==> config.mk <==
export PLATFORM = sky130hd
export DESIGN_NAME = fpm_seq_ctrl
export DESIGN_NICKNAME = d
export VERILOG_FILES = /design/src/rtl/fpm_pkg.sv /design/src/rtl/fpm_exp_alu.sv /design/src/rtl/fpm_seq_ctrl.sv
export SDC_FILE = /design/constraint.sdc
export NUM_CORES = 1
export LEC_CHECK = 0
export ABC_AREA = 0
export BUFFER_PORTS_ARGS = -buffer_cell sky130_fd_sc_hd__buf_2
export CORE_AREA = 3 3 118 120
export DETAILED_ROUTE_END_ITERATION = 6
export DIE_AREA = 0 0 121 123
export PLACE_DENSITY = 0.73
export SLEW_MARGIN = 20
export SYNTH_ARGS = -nofsm -noshare
export SYNTH_HDL_FRONTEND = slang
export SYNTH_HIERARCHICAL = 1
export SYNTH_SLANG_ARGS = --single-unit
==> constraint.sdc <==
create_clock -name clk -period 5.4 [get_ports clk]
set_input_delay 0.27 -clock clk [delete_from_list [all_inputs] [get_ports clk]]
set_output_delay 0.27 -clock clk [all_outputs]
set_load 0.02 [all_outputs]
==> src/rtl/fpm_pkg.sv <==
// Shared definitions for the sequential half-precision multiplier controller.
// FPM_NAN_INF_EN selects IEEE special-value handling for exponent-31 inputs.
package fpm_pkg;

    localparam int unsigned EXP_W = 5;
    localparam int unsigned MAN_W = 10;
    localparam int unsigned BIAS  = 15;

    typedef enum logic [2:0] {
        IDLE     = 3'd0,
        EXP_ADD  = 3'd1,
        EXP_BIAS = 3'd2,
        MANT     = 3'd3,
        NORM     = 3'd4
    } fpm_state_t;

    localparam logic [14:0] INF_MAG = 15'h7C00;
    localparam logic [15:0] QNAN    = 16'h7E00;

endpackage

==> src/rtl/fpm_exp_alu.sv <==
// Shared signed exponent adder/subtractor: add_sub=1 adds, add_sub=0 subtracts.
module fpm_exp_alu #(
    parameter int unsigned W = 7
) (
    input  logic signed [W-1:0] a,
    input  logic signed [W-1:0] b,
    input  logic                add_sub,
    output logic signed [W-1:0] y
);

    always_comb begin
        y = add_sub ? (a + b) : (a - b);
    end

endmodule

==> src/rtl/fpm_seq_ctrl.sv <==
// Sequential half-precision multiplier controller with fixed 14-cycle latency.
// Define FPM_NAN_INF_EN to resolve NaN/infinity inputs in the NORM step.
module fpm_seq_ctrl
    import fpm_pkg::*;
#(
    parameter int unsigned EXP_W = fpm_pkg::EXP_W,
    parameter int unsigned MAN_W = fpm_pkg::MAN_W,
    parameter int unsigned BIAS  = fpm_pkg::BIAS
) (
    input  logic                     clk,
    input  logic                     rst_n,
    input  logic                     start,
    input  logic [EXP_W+MAN_W:0]     op_a,
    input  logic [EXP_W+MAN_W:0]     op_b,
    output logic                     busy,
    output logic                     done,
    output logic [EXP_W+MAN_W:0]     result,
    output logic                     overflow,
    output logic                     underflow
);

    localparam int unsigned DW = 1 + EXP_W + MAN_W;
    localparam int unsigned MW = MAN_W + 1;
    localparam int unsigned PW = 2 * MW;
    localparam int unsigned EW = EXP_W + 2;
    localparam int unsigned CW = $clog2(MW);

    fpm_state_t state_q, state_d;

    logic                 sign_q;
    logic [EXP_W-1:0]     ea_q, eb_q;
    logic [MW-1:0]        ma_q, mb_q;
    logic                 zero_q;
    logic signed [EW-1:0] e_q;
    logic [CW-1:0]        cnt_q;
    logic [PW-1:0]        prod_q;
    logic                 done_q;
    logic [DW-1:0]        result_q;
    logic                 ovf_q, unf_q;
`ifdef FPM_NAN_INF_EN
    logic                 nan_q, inf_q;
`endif

    logic signed [EW-1:0] alu_a, alu_b, alu_y;
    logic                 alu_add;

    logic                 norm_hi;
    logic [MAN_W-1:0]     man_n;
    logic signed [EW-1:0] e_n;
    logic [DW-1:0]        res_n;
    logic                 ovf_n, unf_n;

    // The single exponent unit is time-shared: ea+eb first, then e-BIAS.
    always_comb begin
        alu_a   = e_q;
        alu_b   = EW'(BIAS);
        alu_add = 1'b0;
        if (state_q == EXP_ADD) begin
            alu_a   = $signed({2'b00, ea_q});
            alu_b   = $signed({2'b00, eb_q});
            alu_add = 1'b1;
        end
    end

    fpm_exp_alu #(.W(EW)) u_exp_alu (
        .a       (alu_a),
        .b       (alu_b),
        .add_sub (alu_add),
        .y       (alu_y)
    );

    always_comb begin
        state_d = state_q;
        case (state_q)
            IDLE:     if (start) state_d = EXP_ADD;
            EXP_ADD:  state_d = EXP_BIAS;
            EXP_BIAS: state_d = MANT;
            MANT:     if (cnt_q == CW'(MW - 1)) state_d = NORM;
            NORM:     state_d = IDLE;
            default:  state_d = IDLE;
        endcase
    end

    always_comb begin
        norm_hi = prod_q[PW-1];
        man_n   = norm_hi ? prod_q[PW-2 -: MAN_W] : prod_q[PW-3 -: MAN_W];
        e_n     = norm_hi ? (e_q + $signed(EW'(1))) : e_q;
        res_n   = {sign_q, e_n[EXP_W-1:0], man_n};
        ovf_n   = 1'b0;
        unf_n   = 1'b0;
`ifdef FPM_NAN_INF_EN
        if (nan_q || (inf_q && zero_q)) begin
            res_n = QNAN;
        end else if (inf_q) begin
            res_n = {sign_q, INF_MAG};
        end else
`endif
        if (zero_q) begin
            res_n = {sign_q, {(DW-1){1'b0}}};
        end else if (e_n >= $signed(EW'(2**EXP_W - 1))) begin
            res_n = {sign_q, {EXP_W{1'b1}}, {MAN_W{1'b0}}};
            ovf_n = 1'b1;
        end else if (e_n <= $signed(EW'(0))) begin
            res_n = {sign_q, {(DW-1){1'b0}}};
            unf_n = 1'b1;
        end
    end

    always_ff @(posedge clk or negedge rst_n) begin
        if (!rst_n) begin
            state_q <= IDLE;
        end else begin
            state_q <= state_d;
        end
    end

    always_ff @(posedge clk or negedge rst_n) begin
        if (!rst_n) begin
            sign_q   <= 1'b0;
            ea_q     <= '0;
            eb_q     <= '0;
            ma_q     <= '0;
            mb_q     <= '0;
            zero_q   <= 1'b0;
            e_q      <= '0;
            cnt_q    <= '0;
            prod_q   <= '0;
            done_q   <= 1'b0;
            result_q <= '0;
            ovf_q    <= 1'b0;
            unf_q    <= 1'b0;
`ifdef FPM_NAN_INF_EN
            nan_q    <= 1'b0;
            inf_q    <= 1'b0;
`endif
        end else begin
            done_q <= 1'b0;
            case (state_q)
                IDLE: begin
                    if (start) begin
                        sign_q <= op_a[DW-1] ^ op_b[DW-1];
                        ea_q   <= op_a[DW-2 -: EXP_W];
                        eb_q   <= op_b[DW-2 -: EXP_W];
                        ma_q   <= {1'b1, op_a[MAN_W-1:0]};
                        mb_q   <= {1'b1, op_b[MAN_W-1:0]};
                        zero_q <= (op_a[DW-2 -: EXP_W] == '0) || (op_b[DW-2 -: EXP_W] == '0);
                        ovf_q  <= 1'b0;
                        unf_q  <= 1'b0;
`ifdef FPM_NAN_INF_EN
                        nan_q  <= ((op_a[DW-2 -: EXP_W] == '1) && (op_a[MAN_W-1:0] != '0)) ||
                                  ((op_b[DW-2 -: EXP_W] == '1) && (op_b[MAN_W-1:0] != '0));
                        inf_q  <= (op_a[DW-2 -: EXP_W] == '1) || (op_b[DW-2 -: EXP_W] == '1);
`endif
                    end
                end
                EXP_ADD: begin
                    e_q <= alu_y;
                end
                EXP_BIAS: begin
                    e_q    <= alu_y;
                    cnt_q  <= '0;
                    prod_q <= '0;
                end
                MANT: begin
                    if (mb_q[cnt_q]) begin
                        prod_q <= prod_q + (PW'(ma_q) << cnt_q);
                    end
                    cnt_q <= cnt_q + CW'(1);
                end
                NORM: begin
                    result_q <= res_n;
                    ovf_q    <= ovf_n;
                    unf_q    <= unf_n;
                    done_q   <= 1'b1;
                end
                default: ;
            endcase
        end
    end

    assign busy      = (state_q != IDLE);
    assign done      = done_q;
    assign result    = result_q;
    assign overflow  = ovf_q;
    assign underflow = unf_q;

endmodule

==> results.sh <==
export IMPL_critPathBufInv=0
export IMPL_cp_arrival_ps=4350
export IMPL_synthArstFlopShare=1.00
export IMPL_ios=55
export IMPL_slowest_delay_ps=930
export IMPL_syn_area_per_cell_um2=9.58
export IMPL_viasPerCell=5.63
export IMPL_final_setup_skew_ps=10.3
export IMPL_cts_max_path_buffers=2
export IMPL_startpoint_type="flop"
export IMPL_numCtsBuffers=9
export IMPL_ys_warn_count=6
export IMPL_syn2layout_area_growth_pct=11.7
export IMPL_post_cts_buffers=0
export IMPL_ys_types=59
export IMPL_wire_per_inst_um=15.9
export IMPL_core_area_um2=13100
export IMPL_clock_sinks=88
export IMPL_drt_total_wl_mm=13.1
export IMPL_insertion_delay_ps=350
export IMPL_min_from="op_a[0]"
export IMPL_nets=712
export IMPL_ant_nets=0
export IMPL_grt_max_degree=54
export IMPL_antenna_found_initial=0
export IMPL_clkPwrFrac=0.134
export IMPL_hold_viol=0
export IMPL_grt_usage=0.183
export IMPL_ys_flop_type="dfrtp_1"
export IMPL_power_frac_seq=0.275
export IMPL_crit_path_cell_trace="mux2_2 > o21ai_0 > mux2i_1 > and2_1 > ha_1 > a21oi_1 > o21ai_0 > and3_1 > nor3b_1 > o221ai_1 > xor2_1 > a22o_1"
export IMPL_drt_iter0_markers=399
export IMPL_syn_area_um2=5780
export IMPL_ys_seq_area_frac=0.381
export IMPL_fmax_mhz=243
export IMPL_rsz0062_at_grt="no"
export IMPL_grt_pass1_wl_mm=21.9
export IMPL_finalPower_w=0.00439
export IMPL_start_util=0.442
export IMPL_dr_total_vias=4638
export IMPL_cap_viol_max_count=0
export IMPL_layout_commonest_cell="dfrtp_1"
export IMPL_cts_resized=0
export IMPL_num_rows=42
export IMPL_cellPowerDensity_nw_per_um2=680
export IMPL_die_w_um=121
export IMPL_grt_pass1_vias=4675
export IMPL_nFillCells=1172
export IMPL_synth_edf_count=0
export IMPL_final_util=0.493
export IMPL_fin_crit_sh=0.761
export IMPL_die_area_um2=14900
export IMPL_run_status="complete, no violations"
export IMPL_path_clk_slew_ps=70
export IMPL_cp_data_required_time_ps=5640
export IMPL_portBuffers=54
export IMPL_final_cell_mix="dfrtp_1, nand2_1, buf_2, mux2_2, o21ai_0"
export IMPL_gp_congestion=0.924
export IMPL_setup_viol=0
export IMPL_cp_end_kind="flop"
export IMPL_die_h_um=123
export IMPL_hold_class="input pin to flop"
export IMPL_p_leak_nw=2.90
export IMPL_drt_pass1_iter_count=5
export IMPL_dpl_instance_area_um2=6170
export IMPL_worst_slew_pin_slew_ps=1010
export IMPL_critPathMaxFanout=25
export IMPL_cts_max_level=3
export IMPL_fin_area_um2=6460
export IMPL_tns_ps=0
export IMPL_worst_ir_drop_vdd_mv=0.260
export IMPL_slew_headroom=0.328
export IMPL_min_period_ps=4110
export IMPL_power_frac_comb=0.592
export IMPL_netSwitchingFraction=0.453
export IMPL_critPathLaunch="cnt_q[1]"
export IMPL_cp_slowest_cell="dfrtp_1"
export IMPL_path_class="flop to flop"
export IMPL_drc=0
export IMPL_crit_family="compound AO/OA/AOI/OAI gates"
export IMPL_r2r_start="cnt_q[1]"
export IMPL_cts_tree="done"
export IMPL_num_antenna_cells=0
export IMPL_cpMostUsedCell="o21ai_0"
export IMPL_power_internal_w=0.00240
export IMPL_synth_seq_cells=88
export IMPL_grt_ovfl_total=0
export IMPL_clock_root_buffer="clkbuf_16"
export IMPL_hpwl_mm=9.79
export IMPL_syn_inst=603
export IMPL_slew_violations=0
export IMPL_p_switching_w=0.00199
export IMPL_drive_above_1_share=0.210
cell type report:
class / count / area (µm²) / share of cell area
tap: 176 / 220 / 0.0341
inverter: 16 / 60.1 / 0.00930
clock inverter: 7 / 52.6 / 0.00814
sequential: 88 / 2200 / 0.341
multi-input combinational: 470 / 3390 / 0.525
timing repair buffer: 58 / 305 / 0.0473
clock buffer: 9 / 225 / 0.0349
what timing repair did:
action / CTS / global route
endpoints found under the setup margin: 0 / 0
endpoints found under the hold margin: 35 / 0
hold buffers: 1 / 0
logic make-up (layout without fill, tap and decap cells):
family                   Yosys count  in the layout  share of synthesized area
other                              1              3                   0.000649
flip-flops                        88             88                      0.381
XOR/XNOR                          36             36                     0.0546
adder cells (fa/ha/maj)           34             34                     0.0762
multiplexers                      74             74                      0.144
AO/OA/AOI/OAI                    145            145                      0.164
buffers and inverters             47             90                     0.0355
AND/OR/NAND/NOR                  178            178                      0.145
cells in the mapped netlist, drive strengths merged (3+ instances only):
master / instances / share of area
dfrtp: 88 / 0.38
nand2: 76 / 0.050
mux2: 51 / 0.099
o21ai: 39 / 0.034
a21oi: 37 / 0.033
nor2: 35 / 0.023
ha: 32 / 0.069
mux2i: 21 / 0.036
a22o: 20 / 0.030
xnor2: 20 / 0.030
clkbuf: 18 / 0.012
inv: 16 / 0.010
xor2: 16 / 0.024
buf: 13 / 0.013
nand2b: 11 / 0.012
nand3: 11 / 0.0095
nor2b: 10 / 0.011
nor3: 8 / 0.0069
a21o: 6 / 0.0078
nand4: 6 / 0.0065
o31ai: 5 / 0.0065
a31oi: 4 / 0.0043
and3: 4 / 0.0043
o22ai: 4 / 0.0043
or4: 4 / 0.0052
a211oi: 3 / 0.0048
and2: 3 / 0.0032
nor3b: 3 / 0.0048
o211ai: 3 / 0.0039
o21bai: 3 / 0.0039
o41ai: 3 / 0.0045
sequential cells by signal, indices dropped and copies added (netlist names):
signal / cells
done: 1
result: 16
state_q: 3
ea_q: 5
ma_q: 11
sign_q: 1
cnt_q: 4
e_q: 7
mb_q: 10
zero_q: 1
eb_q: 5
overflow: 1
underflow: 1
prod_q: 22
worst paths after layout:
path	endpoint	slack [ps]	cells after the start
worst max-delay path	prod_q[20]	1290	12
worst min-delay path	ma_q[0]	160	2
worst max register to register	prod_q[20]	1290	12
worst min register to register	result[15]	480	2
max in group asynchronous	result[15]	3960	3
min in group asynchronous	eb_q[3]	420	2
power groups by stage:
stage | clock [W] | combinational [W] | sequential, W
after global routing | 0.000630 | 0.00289 | 0.00125
after CTS | 0.000607 | 0.00258 | 0.00120
after floorplan | 0 | 0.00220 | 0.00105
after detailed placement | 0 | 0.00256 | 0.00122
final | 0.000587 | 0.00260 | 0.00121
after global placement | 0 | 0.00249 | 0.00120
layer usage:
metal / wire length, µm / track usage / vias up
li1: - / - / 2256
met1: 5630 / 0.219 / 2229
met2: 6520 / 0.319 / 129
met3: 567 / 0.0371 / 24
met4: 377 / 0.0814 / 0
met5: 0 / 0 / -
through the flow:
| step | hold WS [ps] | cells | setup WS [ps] |
|---|---|---|---|
| 2_1_floorplan | -25.6 | 605 | 1810 |
| 3_3_place_gp | 251 | 807 | 1510 |
| 3_5_place_dp | 258 | 807 | 1360 |
| 4_1_cts | 142 | 824 | 1330 |
| 5_1_grt | 144 | 824 | 937 |
| 6_report | 157 | 824 | 1290 |
Note: power is estimated with default switching activity, not from simulation.
